===== src/rtl/miso_share_arbiter.sv =====
// Round-robin owner sequencer for the shared MISO tristate enables ss1/ss2 with bounded hold and all-off turnaround.
// Optional per-requester grant counters gcnt1/gcnt2 are built only when ARB_GRANT_CNT_EN is defined.
module miso_share_arbiter #(
  parameter int HOLD_MAX    = 16,
  parameter int TURN_CYCLES = 2,
  parameter int CNT_W       = 8
) (
  input  logic             clk,
  input  logic             rst,
  input  logic             req1,
  input  logic             req2,
  output logic             ss1,
  output logic             ss2,
  output logic [1:0]       owner,
  output logic             busy,
  output logic             timeout
`ifdef ARB_GRANT_CNT_EN
  ,
  output logic [CNT_W-1:0] gcnt1,
  output logic [CNT_W-1:0] gcnt2
`endif
);

  localparam logic [1:0] IDLE   = 2'd0;
  localparam logic [1:0] GRANT1 = 2'd1;
  localparam logic [1:0] GRANT2 = 2'd2;
  localparam logic [1:0] TURN   = 2'd3;

  localparam int              HOLD_W       = (HOLD_MAX == 0) ? 1 : $clog2(HOLD_MAX + 1);
  localparam bit              HOLD_LIMITED = (HOLD_MAX != 0);
  localparam logic [HOLD_W-1:0] HOLD_LAST  = HOLD_W'((HOLD_MAX == 0) ? 0 : HOLD_MAX - 1);
  localparam logic [3:0]      TURN_LAST    = 4'(TURN_CYCLES - 1);

  if (CNT_W < 1 || TURN_CYCLES < 1 || TURN_CYCLES > 15) begin : g_badParam
    $error("miso_share_arbiter: illegal parameter value");
  end

  logic [1:0]        r_state;
  logic [HOLD_W-1:0] r_hold;
  logic [3:0]        r_turn;
  logic [1:0]        r_lastOwner;

  logic [1:0] w_pick;
  logic [1:0] w_next;
  logic       w_timeout;
  logic       w_reqOwn;
  logic       w_holdDone;
  logic       w_enter1;
  logic       w_enter2;

  // Ties go to whichever side did not own the line last.
  always_comb begin
    w_pick = IDLE;
    if (req1 && (!req2 || r_lastOwner == 2'd2)) begin
      w_pick = GRANT1;
    end else if (req2) begin
      w_pick = GRANT2;
    end
  end

  always_comb begin
    w_next     = r_state;
    w_timeout  = 1'b0;
    w_reqOwn   = (r_state == GRANT1) ? req1 : req2;
    w_holdDone = HOLD_LIMITED && (r_hold == HOLD_LAST);
    case (r_state)
      IDLE: w_next = w_pick;
      GRANT1, GRANT2: begin
        if (!w_reqOwn) begin
          w_next = TURN;
        end else if (w_holdDone) begin
          w_next    = TURN;
          w_timeout = 1'b1;
        end
      end
      default: begin
        if (r_turn == TURN_LAST) begin
          w_next = w_pick;
        end
      end
    endcase
  end

  assign w_enter1 = (w_next == GRANT1) && (r_state != GRANT1);
  assign w_enter2 = (w_next == GRANT2) && (r_state != GRANT2);

  // Outputs are registered from the next state so the enables never glitch.
  always_ff @(posedge clk) begin
    if (rst) begin
      r_state     <= IDLE;
      r_hold      <= '0;
      r_turn      <= '0;
      r_lastOwner <= 2'd2;
      ss1         <= 1'b0;
      ss2         <= 1'b0;
      owner       <= 2'd0;
      busy        <= 1'b0;
      timeout     <= 1'b0;
    end else begin
      r_state <= w_next;
      ss1     <= (w_next == GRANT1);
      ss2     <= (w_next == GRANT2);
      owner   <= (w_next == GRANT1) ? 2'd1 : ((w_next == GRANT2) ? 2'd2 : 2'd0);
      busy    <= (w_next != IDLE);
      timeout <= w_timeout;

      if ((w_next == r_state) && (r_state == GRANT1 || r_state == GRANT2)) begin
        r_hold <= r_hold + HOLD_W'(1);
      end else begin
        r_hold <= '0;
      end

      if ((w_next == TURN) && (r_state == TURN)) begin
        r_turn <= r_turn + 4'd1;
      end else begin
        r_turn <= '0;
      end

      if (w_enter1) begin
        r_lastOwner <= 2'd1;
      end else if (w_enter2) begin
        r_lastOwner <= 2'd2;
      end
    end
  end

`ifdef ARB_GRANT_CNT_EN
  always_ff @(posedge clk) begin
    if (rst) begin
      gcnt1 <= '0;
      gcnt2 <= '0;
    end else begin
      if (w_enter1 && (gcnt1 != '1)) begin
        gcnt1 <= gcnt1 + CNT_W'(1);
      end
      if (w_enter2 && (gcnt2 != '1)) begin
        gcnt2 <= gcnt2 + CNT_W'(1);
      end
    end
  end
`endif

endmodule


===== config.mk =====
export PLATFORM = sky130hd
export DESIGN_NAME = miso_share_arbiter
export DESIGN_NICKNAME = d
export VERILOG_FILES = /design/src/rtl/miso_share_arbiter.sv
export SDC_FILE = /design/constraint.sdc
export NUM_CORES = 1
export LEC_CHECK = 0
export ABC_AREA = 1
export BUFFER_PORTS_ARGS = -buffer_cell sky130_fd_sc_hd__buf_2
export CORE_ASPECT_RATIO = 1.25
export CORE_MARGIN = 2
export CORE_UTILIZATION = 31
export CTS_CLUSTER_SIZE = 8
export DETAILED_ROUTE_END_ITERATION = 10
export GPL_TIMING_DRIVEN = 0
export SETUP_SLACK_MARGIN = 0.5
export SYNTH_ARGS = -nofsm -noshare
export SYNTH_HDL_FRONTEND = slang
export SYNTH_SLANG_ARGS = --single-unit

===== constraint.sdc =====
create_clock -name clk -period 2.05 [get_ports clk]
set_clock_uncertainty 0.05 [all_clocks]
set_input_delay 0 -clock clk [delete_from_list [all_inputs] [get_ports clk]]
set_output_delay 0 -clock clk [all_outputs]
set_load 0.02 [all_outputs]

* After elaboration in Yosys (flattened, before gate mapping)
Index checks and enable logic that the tools add are counted.
Word-level totals: register bits 19, latch bits 0, memory bits (writable) 0, ROM bits 0, bits of input ports 4, output and inout bits 6, word-level logic and storage cells 56, memories 0
Cells by class: add/subtract/negate cells 2, $mul 0, div/mod/pow operators 0, magnitude comparators 0, eq/ne operators 12, shift-type cells 0, multiplexer cells 12, bitwise operators 4, reductions and logical operators 16
Operators by type and width (count):
- 2-bit 2-to-1 mux | 8
- 2-bit == test (second input constant) | 5
- 2-bit OR reduction | 4
- 5-bit by 1-bit adder with 5-bit output (second input constant) | 1
- 5-bit by 4-bit == test with 1-bit output (second input constant) | 1
- 1-bit logical AND | 5
- 4-bit by 1-bit adder with 4-bit output (second input constant) | 1
- 2-bit by 1-bit == test with 1-bit output (second input constant) | 2
- 4-bit by 1-bit == test with 1-bit output (second input constant) | 1
- 1-bit inverter | 4
- 2-bit one-hot mux with 2 select lines | 1
- 2-bit nonzero test | 2
- 1-bit 2-to-1 mux | 3
- 3-bit OR reduction | 1
- 2-bit == test | 1
- 2-bit zero test | 1
- 1-bit logical OR | 2
- 2-bit by 1-bit != test with 1-bit output (second input constant) | 1
- 2-bit != test (second input constant) | 1
- 1-bit zero test | 1

* Logic depth before layout (Yosys ltp)
depth after elaboration 10, depth in mapped cells 13, mapped depth without buffers 13

* Worst setup path before layout
No wires, ideal clock.
path type register to register, start point register r_hold[0], end point register r_hold[2], setup time 0.117 ns, arrival 1.584 ns, required time 1.883 ns, path slack 0.299 ns, cell stages (with the launch flop) 14, path buffers 0, clock period less this slack 1.751 ns, cell sequence dfxtp_1 > ha_1 > and3_1 > ha_1 > nor2_1 > nand3_1 > nand2_1 > nand2_1 > nand2_1 > nand2_4 > nand2_1 > nand2_2 > nand3_4 > nor2_2
Between the ends: word-level cells in the longest chain between the ends 8, elaborated cells on any way between the ends 9, classes of those cells 1 x add/sub; 2 x eq/ne; 3 x mux; 1 x bitwise; 2 x reduce/logical
Ends and longest elaborated chain:
- start: declaration | line 39 | logic [HOLD_W-1:0] r_hold;
- start signal: assignment | line 108 | r_hold <= r_hold + HOLD_W'(1);
- 5-bit by 4-bit == test with 1-bit output | line 65 | w_holdDone = HOLD_LIMITED && (r_hold == HOLD_LAST);
- via w_holdDone | line 47 | logic w_holdDone;
- 2-bit 2-to-1 mux | line 71 | end else if (w_holdDone) begin
- 2-bit 2-to-1 mux | line 69 | if (!w_reqOwn) begin
- 2-bit one-hot mux with 2 select lines | line 66 | case (r_state)
- 2-bit == test | line 107 | if ((w_next == r_state) && (r_state == GRANT1 || r_state == GRANT2)) begin
- 1-bit logical AND | line 107
- 1-bit inverter (no source line)
- 2-bit OR reduction (no source line)
The timed path passes the listed nets, and every way through them passes these cells. A chain may end at the register's enable or synchronous reset.

* Worst setup path in the final report
start point register r_hold[1], end point register r_lastOwner[1]
Between the ends: word-level cells in the longest chain between the ends 7, elaborated cells on any way between the ends 10, classes of those cells 3 x eq/ne; 4 x mux; 3 x reduce/logical
Ends and longest elaborated chain:
- 5-bit by 4-bit == test with 1-bit output (*) | line 65
- via w_holdDone | line 47
- 2-bit 2-to-1 mux (*) | line 71
- 2-bit 2-to-1 mux (*) | line 69
- 2-bit one-hot mux with 2 select lines (*) | line 66
- 2-bit by 1-bit == test with 1-bit output / 2-bit == test (equally long branches) | line 84, 85
- 1-bit logical AND, on equally long branches | line 84, 85
- 2-bit 2-to-1 mux / 2-bit nonzero test (equally long branches)
- end signal: assignment | line 93 | r_lastOwner <= 2'd2;
- end signal: assignment | line 120 | r_lastOwner <= 2'd1;
- end signal: assignment | line 122 | r_lastOwner <= 2'd2;
- end: declaration | line 41 | logic [1:0] r_lastOwner;
Mark *: on every way through the listed nets, which the timed path passes. The rest lies on a longest branch.

==> run_results.csv <==
group,metric,value,unit
floorplanning,rows,22,
timing,fmax,0.5676,GHz
grt,grt_max_degree,11,
clocking,clk_pin_slew,0.11,ns
logic_synthesis,ys_top_cells_by_area,"dfxtp_1 (38%), ha_1 (12%), nand3_1 (6.9%)",
clocking,cts_max_level,1,
cells_and_area,final-seq-area,367.9,µm²
logic_synthesis,yosysMostFrequentCell,"dfxtp_1",
drt,drt_iter0_drc,10,
floorplanning,dieArea,0.003499,mm²
grt,grt_remaining_overflow,0,
floorplanning,io-pin-count,10,
critical_path,crit_start,"r_hold[1]",
critical_path,worstSetupEndpointType,"flip-flop",
drt,vias_per_cell,4.471,
grt,grt_usage,0.1207,
clocking,cts_tree,"done",
drt,drc,0,
timing,tightestPinTransition,0.2399,ns
timing,fin_crit,1.762,ns
critical_path,cp.required,2.19,ns
cells_and_area,nets,148,
timing,setup_slack,0.2883,ns
clocking,numCtsBuffers,3,
critical_path,reg2reg_to,"r_lastOwner[1]",
timing,fin_tns_setup,0,ns
logic_synthesis,postSynthCellCount,110,
critical_path,ff2ff_setup_slack,0.29,ns
cells_and_area,area_growth,28.68,%
grt,grt_pass1_vias,753,
logic_synthesis,synth_flop_cell,"dfxtp_1",
timing,rsz0062_at_grt,"yes",
timing,fin_crit_sh,0.8594,
logic_synthesis,synth-edff-count,0,
min_path,hp-class,"input pin to flip-flop",
logic_synthesis,seq_area_frac_synth,0.3825,
floorplanning,die_w,53.31,µm
logic_synthesis,syn-num-nets,123,
drt,drt_wl_total,1759,µm
timing,setup_viol,0,
floorplanning,die_y,65.64,µm
critical_path,critPathMaxFanout,4,
pwr,leakage,0.5468,nW
floorplanning,start_util,0.3229,
grt,grt_pass1_wl,3125,µm
pwr,peakVddDrop,0.6689,mV
critical_path,worstReg2RegStart,"r_hold[1]",
pwr,report.power.total,0.001724,W
clocking,clock-root-buffer,"clkbuf_4",
logic_synthesis,synth.distinct_cells,20,
place,gp_congestion,0.8470,
timing,holdWs,0.02253,ns
floorplanning,core-area,0.002918,mm²
place,portBuffers,9,
cells_and_area,multi_input_area,563.0,µm²
logic_synthesis,synth_top_area_frac,0.3825,
logic_synthesis,ys_seq_elements,18,
critical_path,endpoint,"r_lastOwner[1]",
critical_path,path_class,"flip-flop to flip-flop",
logic_synthesis,yosysWarnings,0,
drt,wl_per_cell,10.35,µm
clocking,cts_buffer_depth,2,
timing,hold_viol,0,
pwr,power-per-cell-area,1422,mW/mm²
critical_path,startpoint_type,"flip-flop",
logic_synthesis,synth_top_area_cell,"dfxtp_1",
run,max-cap-violations,0,
drt,vias,760,
logic_synthesis,synthArstFlopShare,0,
place,hpwl,1284,µm
run_status,outcome,"finished clean",
grt,antenna_found_initial,0,
cells_and_area,drive_above_1_share,0.4776,
drt,ant_nets,0,
logic_synthesis,netlist_area,942.2,µm²
logic_synthesis,ys_top_cells_by_count,"dfxtp_1 (18), nand2_1 (15), nand3_1 (13)",
critical_path,reg2reg_depth,12,
logic_synthesis,synth.avg_cell_area,8.565,µm²
timing,slew-limit-headroom,0.8399,
drt,drt_pass1_iterations,4,
cells_and_area,fillers,327,
place,post-place-ws,0.2657,ns
cells_and_area,diodes,0,
critical_path,worst-endpoint-arrival,1.90,ns
timing,finalMaxSlewViolations,0,
clocking,clk_latency,0.30,ns
clocking,cts.sinks,18,
## where the power goes
part	switching, W	internal, W
clock network	0.000116	0.000108
registers	0.0000514	0.000438
logic	0.000596	0.000414
total	0.000764	0.000960
## cells by family (layout without fill, tap and decap cells)
| logic type | after synthesis | count (layout) | share of synthesized area |
|---|---|---|---|
| XOR/XNOR | 4 | 4 | 0.03719 |
| buffers and inverters | 16 | 40 | 0.06773 |
| adder cells (fa/ha/maj) | 9 | 9 | 0.1195 |
| AND/OR/NAND/NOR | 61 | 61 | 0.3745 |
| flip-flops | 18 | 18 | 0.3825 |
| AO/OA/AOI/OAI | 2 | 2 | 0.01860 |
## per-stage QoR
step | utilization | std cells | cell area, µm²
4_1_cts | 0.4035 | 166 | 1177
5_1_grt | 0.4155 | 170 | 1212
6_report | 0.4155 | 170 | 1212
3_5_place_dp | 0.3679 | 155 | 1074
2_1_floorplan | - | 110 | 983.4
3_3_place_gp | 0.3679 | 155 | 1074
## metal layers
layer / up-vias / GRT usage / wire [µm] / part of all wire
met3: 4 / 0.02727 / 88 / 0.050
met1: 350 / 0.1325 / 748 / 0.43
met2: 16 / 0.2160 / 894 / 0.51
met5: - / 0 / 0 / 0
li1: 390 / - / - / -
met4: 0 / 0.04808 / 28 / 0.016
## area by class of cell
type / instances / area share
inverters: 15 / 0.04850
repair buffers: 20 / 0.1104
well taps: 36 / 0.03715
plain buffers: 1 / 0.006192
clock buffers: 4 / 0.02993
multi-input cells: 76 / 0.4644
flip-flops and latches: 18 / 0.3034
## flip-flops by register name, summed over array words and instances (netlist names)
register	cells
busy	1
owner	1
r_hold	5
r_lastOwner	2
r_state	2
r_turn	4
ss1	1
ss2	1
timeout	1
## what timing repair did
| item | 4_1_cts | 5_1_grt |
|---|---|---|
| setup endpoints to repair | 16 | 17 |
| hold endpoints to repair | 4 | 0 |
| hold buffers | 1 | 0 |
| setup buffers | 6 | 4 |
| gates resized for setup | 5 | 2 |
| cloned | 0 | 0 |
| pin swaps | 6 | 6 |
## how the worst min path moves through the flow
stage               startpoint    endpoint  cells past startpoint
finish                    req1     timeout                      5
floorplan                  rst  r_state[1]                      1
global route              req1     timeout                      5
global placement           rst  r_state[1]                      2
CTS                       req1     timeout                      5
detailed placement         rst  r_state[1]                      2
## cells in the final DEF (no fill, tap or decap)
cell type	instances
a21oi_2	2
and3_4	1
buf_2	9
buf_4	10
buf_6	1
clkbuf_4	3
clkbuf_8	1
dfxtp_1	14
dfxtp_2	3
dfxtp_4	1
dlygate4sd3_1	1
ha_1	7
ha_4	2
inv_1	11
inv_2	3
inv_4	1
nand2_1	13
nand2_2	8
nand2_4	3
nand3_1	13
nand3_2	1
nand3_4	2
nand3b_1	1
nand4_1	1
nor2_1	5
nor2_2	12
nor2_4	1
xnor2_1	2
xor2_1	2
## critical path, stage by stage, from the launching register on
cell and delay, ns:
dfxtp_2 0.35, ha_4 0.15, and3_4 0.18, ha_4 0.16, nor2_1 0.08, nand3_1 0.08
nand2_1 0.08, nand3_2 0.10, nand2_4 0.11, buf_4 0.12, nand3_1 0.06, nand2_1 0.06
nand3_1 0.06
Power figures use the tool's default switching activity.
